## config.mk

```make
export PLATFORM = sky130hd
export DESIGN_NAME = inst_fetch_queue
export DESIGN_NICKNAME = d
export VERILOG_FILES = /design/src/rtl/fetch_pkg.sv /design/src/rtl/fetch_fifo.sv /design/src/rtl/inst_fetch_queue.sv
export SDC_FILE = /design/constraint.sdc
export NUM_CORES = 1
export LEC_CHECK = 0
export CORE_MARGIN = 1.5
export CORE_UTILIZATION = 35
export DETAILED_ROUTE_END_ITERATION = 6
export HOLD_SLACK_MARGIN = 0.12
export SYNTH_ARGS = -nofsm -noshare
export SYNTH_HDL_FRONTEND = slang
export SYNTH_SLANG_ARGS = --single-unit
export TNS_END_PERCENT = 50
```

## constraint.sdc

```tcl
create_clock -name clk -period 8.6 [get_ports clk]
set_input_delay 1.29 -clock clk [delete_from_list [all_inputs] [get_ports clk]]
set_output_delay 1.29 -clock clk [all_outputs]
set_load 0.03 [all_outputs]
```

## src/rtl/fetch_pkg.sv

```systemverilog
// Shared types for the instruction-fetch front end: FSM states and the
// queue entry layout carried from the cache to the decoder.
package fetch_pkg;

    localparam int XLEN_DEF   = 32;
    localparam int INST_W_DEF = 32;

    typedef enum logic [1:0] {
        S_REQ,
        S_WAIT,
        S_DROP
    } fetch_state_e;

    typedef struct packed {
        logic [INST_W_DEF-1:0] inst;
        logic [XLEN_DEF-1:0]   pc;
        logic [XLEN_DEF-1:0]   pred_next_pc;
        logic                  pred_taken;
    } fetch_entry_t;

endpackage

```

## src/rtl/fetch_fifo.sv

```systemverilog
// Circular buffer with synchronous flush; the caller guarantees no enqueue
// when full and no dequeue when empty.
module fetch_fifo #(
    parameter int WIDTH = 97,
    parameter int DEPTH = 4
) (
    input  logic                       clk_i,
    input  logic                       rst_ni,
    input  logic                       flush_i,
    input  logic                       enq_i,
    input  logic [WIDTH-1:0]           enq_data_i,
    input  logic                       deq_i,
    output logic [WIDTH-1:0]           head_o,
    output logic [$clog2(DEPTH):0]     count_o
);

    localparam int AW = $clog2(DEPTH);
    localparam int CW = AW + 1;

    logic [WIDTH-1:0] mem_q [DEPTH];
    logic [AW-1:0]    rd_ptr_q, wr_ptr_q;
    logic [CW-1:0]    count_q;

    always_ff @(posedge clk_i or negedge rst_ni) begin
        if (!rst_ni) begin
            rd_ptr_q <= '0;
            wr_ptr_q <= '0;
            count_q  <= '0;
        end else if (flush_i) begin
            rd_ptr_q <= '0;
            wr_ptr_q <= '0;
            count_q  <= '0;
        end else begin
            if (enq_i) wr_ptr_q <= wr_ptr_q + AW'(1);
            if (deq_i) rd_ptr_q <= rd_ptr_q + AW'(1);
            unique case ({enq_i, deq_i})
                2'b10:   count_q <= count_q + CW'(1);
                2'b01:   count_q <= count_q - CW'(1);
                default: count_q <= count_q;
            endcase
        end
    end

    // Storage is data only; validity is tracked by the pointers and count.
    always_ff @(posedge clk_i) begin
        if (enq_i && !flush_i) mem_q[wr_ptr_q] <= enq_data_i;
    end

    assign head_o  = mem_q[rd_ptr_q];
    assign count_o = count_q;

endmodule

```

## src/rtl/inst_fetch_queue.sv

```systemverilog
// Instruction fetch unit: one outstanding cache request, predicted next-PC
// sequencing and a decoupling queue towards the decoder, flushed on redirect.
module inst_fetch_queue
    import fetch_pkg::*;
#(
    parameter int              XLEN        = XLEN_DEF,
    parameter int              INST_W      = INST_W_DEF,
    parameter int              QUEUE_DEPTH = 4,
    parameter logic [XLEN-1:0] RESET_PC    = '0
) (
    input  logic                         clk,
    input  logic                         rst_n,
    input  logic                         rdy,
    input  logic                         redirect_valid,
    input  logic [XLEN-1:0]              redirect_pc,
    output logic                         icache_req_valid,
    output logic [XLEN-1:0]              icache_req_addr,
    input  logic                         icache_req_ready,
    input  logic                         icache_resp_valid,
    input  logic [INST_W-1:0]            icache_resp_inst,
    output logic [XLEN-1:0]              pred_pc,
    input  logic [XLEN-1:0]              pred_next_pc,
    input  logic                         pred_taken,
    output logic                         deq_valid,
    input  logic                         deq_ready,
    output logic [INST_W-1:0]            deq_inst,
    output logic [XLEN-1:0]              deq_pc,
    output logic [XLEN-1:0]              deq_pred_next_pc,
    output logic                         deq_pred_taken,
    output logic [$clog2(QUEUE_DEPTH):0] queue_count
);

    localparam int CW      = $clog2(QUEUE_DEPTH) + 1;
    localparam int ENTRY_W = INST_W + 2 * XLEN + 1;

    function automatic logic [XLEN-1:0] word_align(input logic [XLEN-1:0] a);
        return {a[XLEN-1:2], 2'b00};
    endfunction

    fetch_state_e        state_q, state_d;
    logic [XLEN-1:0]     fetch_pc_q, fetch_pc_d;
    logic [XLEN-1:0]     inflight_pc_q, inflight_pc_d;
    logic                enq, deq, req_fire;
    logic [ENTRY_W-1:0]  enq_data, head;
    logic [CW-1:0]       count;

    // With at most one request in flight and issue only from S_REQ, a free
    // slot at issue time is the reservation for the returning instruction.
    assign icache_req_valid = rst_n && rdy && (state_q == S_REQ) && (count < CW'(QUEUE_DEPTH));
    assign icache_req_addr  = fetch_pc_q;
    assign req_fire         = icache_req_valid && icache_req_ready;
    assign pred_pc          = inflight_pc_q;
    assign enq_data         = {icache_resp_inst, inflight_pc_q, pred_next_pc, pred_taken};

    assign deq_valid   = rdy && (count != '0);
    assign deq         = deq_valid && deq_ready && !redirect_valid;
    assign queue_count = count;
    assign {deq_inst, deq_pc, deq_pred_next_pc, deq_pred_taken} = (count != '0) ? head : '0;

    always_ff @(posedge clk or negedge rst_n) begin
        if (!rst_n) begin
            state_q       <= S_REQ;
            fetch_pc_q    <= RESET_PC;
            inflight_pc_q <= RESET_PC;
        end else begin
            state_q       <= state_d;
            fetch_pc_q    <= fetch_pc_d;
            inflight_pc_q <= inflight_pc_d;
        end
    end

    always_comb begin
        state_d       = state_q;
        fetch_pc_d    = fetch_pc_q;
        inflight_pc_d = inflight_pc_q;
        enq           = 1'b0;

        unique case (state_q)
            S_REQ: begin
                if (req_fire) begin
                    inflight_pc_d = fetch_pc_q;
                    state_d       = S_WAIT;
                end
            end
            S_WAIT: begin
                if (icache_resp_valid) begin
                    enq        = 1'b1;
                    fetch_pc_d = word_align(pred_next_pc);
                    state_d    = S_REQ;
                end
            end
            S_DROP: begin
                if (icache_resp_valid) state_d = S_REQ;
            end
            default: state_d = S_REQ;
        endcase

        // A response arriving with the redirect is stale and settles the drop.
        if (redirect_valid) begin
            enq        = 1'b0;
            fetch_pc_d = word_align(redirect_pc);
            if ((state_q == S_REQ && req_fire) ||
                (state_q != S_REQ && !icache_resp_valid))
                state_d = S_DROP;
            else
                state_d = S_REQ;
        end
    end

    fetch_fifo #(
        .WIDTH (ENTRY_W),
        .DEPTH (QUEUE_DEPTH)
    ) u_fifo (
        .clk_i      (clk),
        .rst_ni     (rst_n),
        .flush_i    (redirect_valid),
        .enq_i      (enq),
        .enq_data_i (enq_data),
        .deq_i      (deq),
        .head_o     (head),
        .count_o    (count)
    );

endmodule

```

# [Yosys cells after proc, flatten, opt, wreduce, memory -nomap -nowiden]
# Memories as Yosys holds them, arrays and structs flattened.
# Index checks and enable logic that the tools add are counted.
[word_totals] reg_bits=73 latch_bits=0 ramBits=388 rom_bits=0 inputBits=104 output_inout_bits=166 wordCells=63 mem_count=1
[mem_list] name="u_fifo.mem_q" words=4 word_bits=97 rd=1 rd_ports_with_merged_regs=0 wr=1 line_no="fetch_fifo.sv:20" text="logic [WIDTH-1:0] mem_q [DEPTH];"
[op_classes] n_addsub=4 multipliers=0 div=0 order_cmp=1 n_eq_ne=6 n_shift=0 mux=20 n_bitwise=0 reduce_logical=25
[ops] op="$mux W97" count=1
[ops] op="$mux W32" count=3
[ops] op="$mux W2" count=8
[ops] op="$logic_and A1 B1 Y1" count=10
[ops] op="$reduce_bool A2 Y1" count=5
[ops] op="$pmux W3 S2" count=1
[ops] op="$reduce_and A2 Y1" count=3
[ops] op="$reduce_bool A3 Y1" count=2
[ops] op="$mux W1" count=5
[ops] op="$add A2 B1 Y2 const B" count=2
[ops] op="$eq A2 B1 Y1 const B" count=2
[ops] op="$eq A2 B2 Y1 const B" count=2
[ops] op="$pmux W2 S2" count=1
[ops] op="$add A3 B1 Y3 const B" count=1
[ops] op="$lt A3 B3 Y1 const B" count=1
[ops] op="$mux W3" count=1
[ops] op="$ne A3 B1 Y1 const B" count=1
[ops] op="$ne A3 B3 Y1 const B" count=1
[ops] op="$sub A3 B1 Y3 const B" count=1
[ops] op="$logic_not A1 Y1" count=2
[ops] op="$logic_not A2 Y1" count=1
[ops] op="$reduce_or A2 Y1" count=1
[ops] op="$logic_or A1 B1 Y1" count=1

# [Depth between registers and ports, before layout]
# Gate-level depths: netlist of run 1.
[depth] ltp_word=8 depth_mapped=10 ltp_nobuf=9

# [Hierarchy]
# Synthesis of run 1 repeated with hierarchy kept, for this count alone.
[hier_totals] cells_unflattened=876 hier_area_um2=17889.7
[modules_own_cells] mod="fetch_fifo" instances=1 cells_per_inst=548 area_each_um2=14411.3 seq_area_each_um2=11826.3
[modules_own_cells] mod="inst_fetch_queue" instances=1 cells_per_inst=328 area_each_um2=3478.3 seq_area_each_um2=1551.5

# [Worst setup path after synthesis of run 1]
# No wires, ideal clock.
[synth_path] path_kind="input to register" from="input redirect_valid" to="memory u_fifo.mem_q[2][0] (enable)" setup_time_ns=0.685 t_arrival_ns=8.628 t_required_ns=7.915 path_slack_ns=-0.713 cell_stages=3 path_buffers=2 path_cell_list="clkbuf_1 -> clkbuf_1 -> nor3b_1"
[synth_via] elab_chain_cells=4 word_cells_on_any_way=5 cone_classes="3 x mux; 2 x reduce/logical"
[synth_rtl] element="start: declaration" line_no="inst_fetch_queue.sv:14" text="input logic redirect_valid,"
[synth_rtl] element="$mux W1 or $logic_not A1 Y1 (tied branches)" line_no="inst_fetch_queue.sv:99, fetch_fifo.sv:46"
[synth_rtl] element="$logic_and A1 B1 Y1 *" line_no="fetch_fifo.sv:46" text="if (enq_i && !flush_i) mem_q[wr_ptr_q] <= enq_data_i;"
[synth_rtl] element="$mux W1 *" line_no="fetch_fifo.sv:46"
[synth_rtl] element="$mux W1 (not written as such) *" line_no="fetch_fifo.sv:46"
[synth_rtl] element="end: declaration" line_no="fetch_fifo.sv:20"
# Mark *: on every way between the ends. The rest lies on a longest branch, timed or not.

# [Worst setup path in the final report of run 1]
[layout_path] from="register u_fifo.rd_ptr_q[0]" to="output deq_pc[3]"
[layout_via] elab_chain_cells=2
[layout_rtl] element="start: declaration" line_no="fetch_fifo.sv:21" text="logic [AW-1:0] rd_ptr_q, wr_ptr_q;"
[layout_rtl] element="start signal: assignment" line_no="fetch_fifo.sv:35" text="if (deq_i) rd_ptr_q <= rd_ptr_q + AW'(1);"
[layout_rtl] element="$mem_v2 Z4 W97"
[layout_rtl] element="$mux W97" line_no="inst_fetch_queue.sv:58" text="assign {deq_inst, deq_pc, deq_pred_next_pc, deq_pred_taken} = (count != '0) ? head : '0;"
[layout_rtl] element="end: declaration" line_no="inst_fetch_queue.sv:27" text="output logic [XLEN-1:0] deq_pc,"
# Every way passes these cells.

==> impl_metrics.tcl, run 1 <==
set metrics [dict create \
    vias 8814 \
    htree_levels 2 \
    whs_path_depth 1 \
    grt_max_degree 73 \
    synth_async_sr_flop_share_pct 15.4 \
    cts_root_buf "clkbuf_16" \
    rsz0062_at_grt "no" \
    cpPeakStageDelay_ns 1.07 \
    fin_crit_sh_pct 56.3 \
    critical-path-top-delay-family "buffers and inverters" \
    synth_edf_count 380 \
    pwr-share-seq_pct 50.5 \
    cts_resized 0 \
    maxCapViolCount 0 \
    fmax_ghz 0.207 \
    io_pins 270 \
    ys_types 31 \
    rows 81 \
    hold_path_startpoint "icache_req_addr[23]" \
    status "finished clean" \
    yosysMostFrequentCell "edfxtp_1" \
    regToRegEndpoint "u_fifo.mem_q[0][90]" \
    crit_chain "buf_12 > mux4_2 > nor2b_1 > clkdlybuf4s50_1" \
    power.density_nw_per_um2 231 \
    overflow 0 \
    ys_warn_count 0 \
    clkSlewWorstSetupHoldPaths_ns 0.06 \
    clock_path_buffers 3 \
    critical_path.slowest_cell "dfrtp_4" \
    hp-class "flip-flop to flip-flop" \
    hold_viol 0 \
    io_buffers 261 \
    area_growth_syn_to_layout_pct 27.7 \
    cts.sinks 449 \
    wl_per_cell_um 21.1 \
    insertion_delay_ns 0.56 \
    cts_setup_buffers 0 \
    coreArea_um2 49100 \
    num_antenna_cells 0 \
    netlist_area_um2 17400 \
    synth_top_flop_cell "edfxtp_1" \
    via_per_inst 4.79 \
    drc 0 \
    synth_top_area_share_pct 65.5 \
    peakVddDrop_v 0.000128 \
    setup_viol 0 \
    grt_pass1_vias 9379 \
    ys_seq_area_share_pct 75.4 \
    rrSetupSlack_ns 5.17 \
    rr_startpoint "state_q[1]" \
    die_h_um 226 \
    clkPwrFrac_pct 37.7 \
    antenna_found_initial 0 \
    grt_pass1_wl_mm 57.6 \
    slew-limit-headroom_pct 21.7 \
    cts_hold_buffers 0 \
    cp-end-kind "output pin" \
    p_sw_mw 1.25 \
    place_hpwl_mm 21.5 \
    worst_pin_slew_ns 1.17 \
    p_int_mw 3.89 \
    reg2reg_depth 6 \
    fin_total_pwr_mw 5.14 \
    period_minus_slack_ns 4.84 \
    die-area_um2 51100 \
    gp_congestion 0.677 \
    syn_inst 863 \
    ys_ff_latch 449 \
    p_sw_share_pct 24.2 \
    track_usage_pct 15.2 \
    clock-skew-final_ns 0.0155 \
    required_ns 7.31 \
    crit_type "flip-flop to output pin" \
    min_to "pred_pc[23]" \
    combPwrFrac_pct 11.9 \
    drtAntennaViolNets 0 \
    worstPathMaxFanout 54 \
    drt_wl_total_mm 38.8 \
    ys_top_cells_by_area "edfxtp_1 65%, mux4_2 12%, dfrtp_1 9.9%" \
    cts_inserted_buffers 48 \
    arrival_ns 3.55 \
    critPathLaunchType "flip-flop" \
    slew_viol_final 0 \
    die_w_um 226 \
    p_leak_nw 7.40 \
    initial_utilization_pct 35.5 \
    yosysTopAreaCell "edfxtp_1" \
    cts_tree "built" \
    final_core_util_pct 45.4 \
    drt_pre_antenna_iters 5 \
    syn_area_per_cell_um2 20.2 \
    netlist_top_cells_count "380 x edfxtp_1, 97 x nor2b_1, 95 x mux4_2, 69 x dfrtp_1, 35 x nand2_1" \
    detail_route.iter0.violations 430 \
    final_nets 1251 \
    crit_buf_inv 2 \
    final_layout_size_suffix_gt1_share_pct 18.3 \
]
final cells by class:
class,count,area [um2]
multi-input cells,361,4050
flip-flops and latches,449,13100
well taps,664,831
repair buffers,275,2720
inverters,5,18.8
fillers,4277,26800
clock inverters,16,110
clock buffers,72,1370
layout by cell type, fill, tap and decap left out, types with 2 or more instances in the layout:
master	instances
edfxtp_1	380
clkdlybuf4s50_1	259
nor2b_1	97
mux4_2	95
dfrtp_1	67
clkbuf_16	49
nand2_1	33
mux2i_1	32
mux2_2	30
o21ai_0	30
clkbuf_1	17
buf_4	14
nor2_1	7
clkinv_1	7
ha_1	6
conb_1	6
clkbuf_8	6
inv_1	5
clkinv_2	4
nor3b_2	3
xnor2_1	3
a21oi_1	3
clkinvlp_4	3
and3_1	2
xor2_1	2
dfrtp_4	2
power by group through the flow:
stage | clock [mW] | combinational, mW | sequential [mW]
after floorplan | 0 | 0.199 | 2.73
after global placement | 0 | 0.612 | 2.63
after detailed placement | 0 | 0.616 | 2.64
after CTS | 2.00 | 0.619 | 2.59
after global routing | 2.08 | 0.646 | 2.61
final | 1.93 | 0.610 | 2.59
registers in the layout (all words and copies together), names as in the netlist:
register,flops
u_fifo.mem_q,380
u_fifo.rd_ptr_q,2
u_fifo.wr_ptr_q,2
icache_req_addr,30
u_fifo.count_o,3
pred_pc,30
state_q,2
per-layer routing:
layer  vias up  global-route usage (%)  share of wire (%)
li1       3925                       -                  -
met1      4624                    20.0                 44
met2       226                    25.1                 49
met3        39                    4.40                6.4
met4         0                    3.42                1.5
met5         -                       0                  0
cells by family (layout without fill, tap and decap cells):
kind of cell    after synthesis  count (layout)  synth area share, %
compound gates               37              37                 1.15
flops                       449             449                 75.4
xor+xnor                      6               6                0.345
fa+ha+maj                     7               7                0.546
mux                         157             157                 16.1
buf+inv                      58             368                 1.74
other cells                   1               6               0.0215
simple gates                148             148                 4.77
stage by stage:
step,cell area (um2),instances,hold slack (ns),worst slack (ns),TNS [ns]
detailed placement,20800,1754,0.524,3.87,0
CTS,22300,1842,0.537,3.55,0
global route,22300,1842,0.551,3.46,0
global placement,20800,1754,0.520,3.84,0
finish,22300,1842,0.538,3.76,0
floorplan,17500,868,0.520,-0.692,-195.20
worst max path at each step:
stage | slack, ns | cells after the start | startpoint | end
6_report | 3.76 | 4 | u_fifo.rd_ptr_q[0] | deq_pc[3]
3_5_place_dp | 3.87 | 5 | icache_resp_valid | u_fifo.mem_q[0][7]
5_1_grt | 3.46 | 4 | u_fifo.rd_ptr_q[0] | deq_pc[8]
4_1_cts | 3.55 | 4 | u_fifo.rd_ptr_q[0] | deq_pred_next_pc[2]
2_1_floorplan | -0.69 | 3 | redirect_valid | u_fifo.mem_q[0][0]
3_3_place_gp | 3.84 | 5 | icache_resp_valid | u_fifo.mem_q[0][43]
(Power assumes the default switching activity.)
==> run 2: changes to the inputs <==
Clock period 8.6 ns to 4.4 ns, I/O delays scaled along.
==> run 2 against run 1 <==
Setup slack worse by 3.0 ns. Largest cell class unchanged. Clock power grew 100%. Register-to-register slack lost 3.2 ns. Clock-buffer cell count grew 3. Die area is the same. Flip-flop and latch count unchanged. Power is 97% higher. Critical path type unchanged. Global-route usage barely moved. Largest power group unchanged. First-iteration DRC count grew 16%. Worst hold slack lost 0.0043 ns. Clock skew fell by 0.0056 ns. Sequential power rose by 95%.
==> impl_metrics.tcl, run 2 (same netlist as run 1, synthesis figures left out) <==
set metrics [dict create \
    status "finished clean" \
    cts_tree "built" \
    die-area_um2 51100 \
    hold_path_startpoint "icache_req_addr[24]" \
    power.density_nw_per_um2 451 \
    period_minus_slack_ns 3.61 \
    fin_crit_sh_pct 82.0 \
    place_area_um2 20900 \
    clkSlewWorstSetupHoldPaths_ns 0.06 \
    min_to "pred_pc[24]" \
    hp-class "flip-flop to flip-flop" \
    initial_utilization_pct 35.5 \
    cts_inserted_buffers 48 \
    place_hpwl_mm 21.7 \
    slew-limit-headroom_pct 24.6 \
    setup_viol 0 \
    coreArea_um2 49100 \
    fin_area_um2 22400 \
    detail_route.iter0.violations 500 \
    whs_path_depth 1 \
    grt_pass1_vias 9352 \
    fmax_ghz 0.277 \
    drt_wl_total_mm 38.9 \
    arrival_ns 2.95 \
    combPwrFrac_pct 11.9 \
    track_usage_pct 15.2 \
    peakVddDrop_v 0.000299 \
    clock-skew-final_ns 0.00993 \
    area_growth_syn_to_layout_pct 28.7 \
    wl_per_cell_um 21.0 \
    worstPathMaxFanout 33 \
    p_leak_nw 7.51 \
    worst_hold_slack_ns 0.534 \
    rrSetupSlack_ns 2.02 \
    overflow 0 \
    most-common-layout-cells "380 x edfxtp_1, 259 x clkdlybuf4s50_1, 97 x nor2b_1" \
    vias 8850 \
    crit_type "flip-flop to output pin" \
    via_per_inst 4.79 \
    die_w_um 226 \
    slew_viol_final 0 \
    cts_hold_buffers 1 \
    clkPwrFrac_pct 38.2 \
    final_nets 1256 \
    p_sw_share_pct 24.4 \
    maxCapViolCount 0 \
    critPathLaunchType "flip-flop" \
    rows 81 \
    cp-end-kind "output pin" \
    grt_max_degree 96 \
    layout_commonest_cell "edfxtp_1" \
    worst_pin_slew_ns 1.13 \
    cts_resized 0 \
    grt_pass1_wl_mm 57.5 \
    p_sw_mw 2.47 \
    largest_register_ffs 380 \
    drc 0 \
    cts_setup_buffers 0 \
    drt_pre_antenna_iters 4 \
    antenna_found_initial 4 \
    drtAntennaViolNets 0 \
    regToRegEndpoint "u_fifo.count_o[2]" \
    htree_levels 2 \
    cts_root_buf "clkbuf_16" \
    largest-register "u_fifo.mem_q" \
    pwr-share-seq_pct 49.9 \
    required_ns 3.74 \
    hold_viol 0 \
    reg2reg_depth 9 \
    cts.sinks 449 \
    final_layout_size_suffix_gt1_share_pct 19.4 \
    gp_congestion 0.691 \
    p_int_mw 7.65 \
    rsz0062_at_grt "no" \
    io_buffers 261 \
    clock_path_buffers 3 \
    final_core_util_pct 45.7 \
    insertion_delay_ns 0.56 \
    rr_startpoint "state_q[1]" \
    io_pins 270 \
    die_h_um 226 \
]
## run 2: changes by cell type in the layout (fill, tap and decap cells not counted), moves of 2 or more
cell and delta:
clkinv_1 -7, nor3b_2 -3, clkbuf_8 +6, inv_6 +2, buf_4 -2, nor3b_4 +3, clkinv_2 +4, clkbuf_1 -3
buf_12 +6
## run 2: critical path: stages, from the launching register on
cell	delay [ns]
dfrtp_4	0.80
buf_4	0.42
mux4_2	0.34
nor2b_1	0.15
clkdlybuf4s50_1	0.64
## run 2: how the worst max path moves through the flow
stage                                   from                 end  slack (ns)
after global placement    u_fifo.rd_ptr_q[1]        deq_inst[31]        1.34
after global routing      u_fifo.rd_ptr_q[1]          deq_pc[31]        0.66
after CTS                 u_fifo.rd_ptr_q[1]          deq_pc[31]        0.68
final                     u_fifo.rd_ptr_q[1]          deq_pc[29]        0.79
after floorplan            icache_resp_valid  u_fifo.mem_q[0][0]       -0.89
after detailed placement  u_fifo.rd_ptr_q[1]          deq_pc[31]        1.31
## run 2: power by group through the flow
stage                     Clock (mW)  Combinational (mW)  Sequential, mW
after global placement             0                1.21            5.13
after detailed placement           0                1.22            5.15
final                           3.86                1.20            5.05
after global routing            4.14                1.28            5.09
after floorplan                    0               0.389            5.33
after CTS                       3.98                1.22            5.06
## run 2: cell type report
class | count | area [um2]
clock buffers | 75 | 1440
multi-input cells | 361 | 4070
well taps | 664 | 831
flip-flops and latches | 449 | 13100
repair buffers | 280 | 2840
inverters | 5 | 18.8
fillers | 4277 | 26600
diodes | 1 | 2.50
clock inverters | 13 | 81.3
## run 2: through the flow
step / power, mW / TNS [ns] / worst slack [ns] / std cells
2_1_floorplan: 5.72 / -251.09 / -0.892 / 868
3_3_place_gp: 6.34 / 0 / 1.34 / 1758
3_5_place_dp: 6.36 / 0 / 1.31 / 1758
4_1_cts: 10.3 / 0 / 0.683 / 1847
5_1_grt: 10.5 / 0 / 0.664 / 1847
6_report: 10.1 / 0 / 0.792 / 1848
## run 2: metal layers
layer / track usage, % / up-vias / wire length, um
li1: - / 3941 / -
met1: 20.1 / 4622 / 16900
met2: 24.5 / 229 / 18500
met3: 4.29 / 54 / 2590
met4: 4.62 / 4 / 814
met5: 0 / - / 27
==> run 3: changes to the inputs <==
Clock period 4.4 ns to 3.7 ns, I/O delays scaled along.
==> run 3 against run 2 <==
Critical path depth unchanged. First-iteration DRC count decreased by 9.2%. Clock-buffer cell count decreased by 8. Design area increased by 0.84%. Global-route usage increased by 0.34 points. Flip-flop and latch count unchanged. Non-clock buffer count increased by 4. Clock skew increased by 0.012 ns. Clock power increased by 27%. Critical endpoint is now deq_pc[25]. Largest power group unchanged.
==> impl_metrics.tcl, run 3 (same netlist as run 1, synthesis figures left out) <==
set metrics [dict create \
    dr_wl_met2_mm 18.9 \
    worstPathMaxFanout 23 \
    slew-limit-headroom_pct 54.9 \
    die_h_um 226 \
    arrival_ns 2.93 \
    crit_type "flip-flop to output pin" \
    critPathLaunchType "flip-flop" \
    power.density_nw_per_um2 546 \
    dr.max_layer_used "met5" \
    most-common-layout-cells "380 x edfxtp_1, 259 x clkdlybuf4s50_1, 97 x nor2b_1" \
    clock_path_buffers 3 \
    fin_area_um2 22600 \
    slew_viol_final 0 \
    status "finished clean" \
    track_usage_pct 15.6 \
    drt_wl_total_mm 39.2 \
    grt_pass1_vias 9467 \
    maxCapViolCount 0 \
    hold_viol 0 \
    peakVddDrop_v 0.000288 \
    overflow 0 \
    cts_inserted_buffers 48 \
    die_w_um 226 \
    initial_utilization_pct 35.5 \
    io_buffers 261 \
    vias 8843 \
    coreArea_um2 49100 \
    die-area_um2 51100 \
    antenna_found_initial 2 \
    gp_congestion 0.689 \
    cp-end-kind "output pin" \
    fin_crit_sh_pct 94.3 \
    drt_pre_antenna_iters 4 \
    htree_levels 2 \
    clock-skew-final_ns 0.0214 \
    insertion_delay_ns 0.57 \
    fin_ws_ns 0.211 \
    layout_commonest_cell "edfxtp_1" \
    dp_slack_ns 0.750 \
    place_hpwl_mm 22.8 \
    cts_root_buf "clkbuf_16" \
    reg2reg_depth 7 \
    whs_path_depth 2 \
    drc 0 \
    largest_register_ffs 380 \
    largest-register "u_fifo.mem_q" \
    worst_pin_slew_ns 0.677 \
    grt_pass1_wl_mm 59.0 \
    place_area_um2 21000 \
    wl_met3_mm 2.43 \
    cts_tree "built" \
    fmax_ghz 0.287 \
    cts.sinks 449 \
    required_ns 3.14 \
    final_layout_size_suffix_gt1_share_pct 19.5 \
    io_pins 270 \
    drtAntennaViolNets 0 \
    hp-class "input port to flip-flop" \
    wl_per_cell_um 21.2 \
    area_growth_syn_to_layout_pct 29.8 \
    rows 81 \
    clkSlewWorstSetupHoldPaths_ns 0.06 \
    period_minus_slack_ns 3.49 \
    via_per_inst 4.77 \
    detail_route.iter0.violations 454 \
    cts_setup_buffers 0 \
    final_nets 1260 \
    grt_max_degree 75 \
    wl_met1_mm 17.1 \
    setup_viol 0 \
    p_leak_nw 7.57 \
    rsz0062_at_grt "no" \
]
-- run 3: cell count changes in the layout (fill, tap and decap cells not counted) --
cell	before	now
clkbuf_8	12	6
bufinv_16	0	6
buf_12	7	12
buf_4	12	11
clkinv_1	0	5
clkbuf_1	14	12
inv_6	2	1
ha_1	6	5
clkinv_4	1	2
ha_2	0	1
clkinv_2	8	5
-- run 3: layout make-up --
cell class,count,area [um2]
fillers,4312,26400
flip-flops and latches,449,13100
multi-input cells,361,4070
repair buffers,284,2930
clock buffers,67,1350
well taps,664,831
clock inverters,21,265
inverters,5,18.8
diodes,1,2.50
-- run 3: what timing repair did --
item | CTS | global route
hold endpoints to repair | 28 | 0
gates resized for setup | 0 | 0
hold buffers | 1 | 0
-- run 3: where the power goes --
group,internal [mW],switching [mW]
sequential,5.79,0.226
combinational,0.638,0.800
clock,2.97,1.92
total,9.40,2.95
-- run 3: worst paths after layout --
| path | startpoint | endpoint | slack (ns) |
|---|---|---|---|
| min in group asynchronous | rst_n | icache_req_addr[19] | 0.63 |
| max in group asynchronous | rst_n | u_fifo.rd_ptr_q[0] | 2.06 |
| worst max register to register | u_fifo.count_o[0] | u_fifo.count_o[2] | 1.42 |
| worst min-delay path | redirect_valid | u_fifo.wr_ptr_q[0] | 0.38 |
| worst max-delay path | u_fifo.rd_ptr_q[0] | deq_pc[25] | 0.21 |
| worst min register to register | icache_req_addr[26] | pred_pc[26] | 0.54 |
-- run 3: metal layers --
layer  GRT usage (%)  up-vias
li1                -     3961
met5               0        -
met2            25.2      220
met3            3.93       52
met4            4.90        2
met1            20.7     4608
-- run 3: through the flow --
stage	util [%]	std cells	power [mW]	hold WS (ns)	setup TNS (ns)
CTS	46.1	1851	12.5	0.341	0
global route	46.1	1851	12.8	0.397	0
detailed placement	42.8	1762	7.58	0.524	0
global placement	42.8	1762	7.55	0.519	0
floorplan	-	868	6.81	0.259	-11.30
finish	46.1	1852	12.3	0.378	0
-- run 3: critical path: stages (launching register included) --
cell and delay, ns:
dfrtp_4 0.72, buf_12 0.28, mux4_2 0.54, nor2b_1 0.16
clkdlybuf4s50_1 0.62
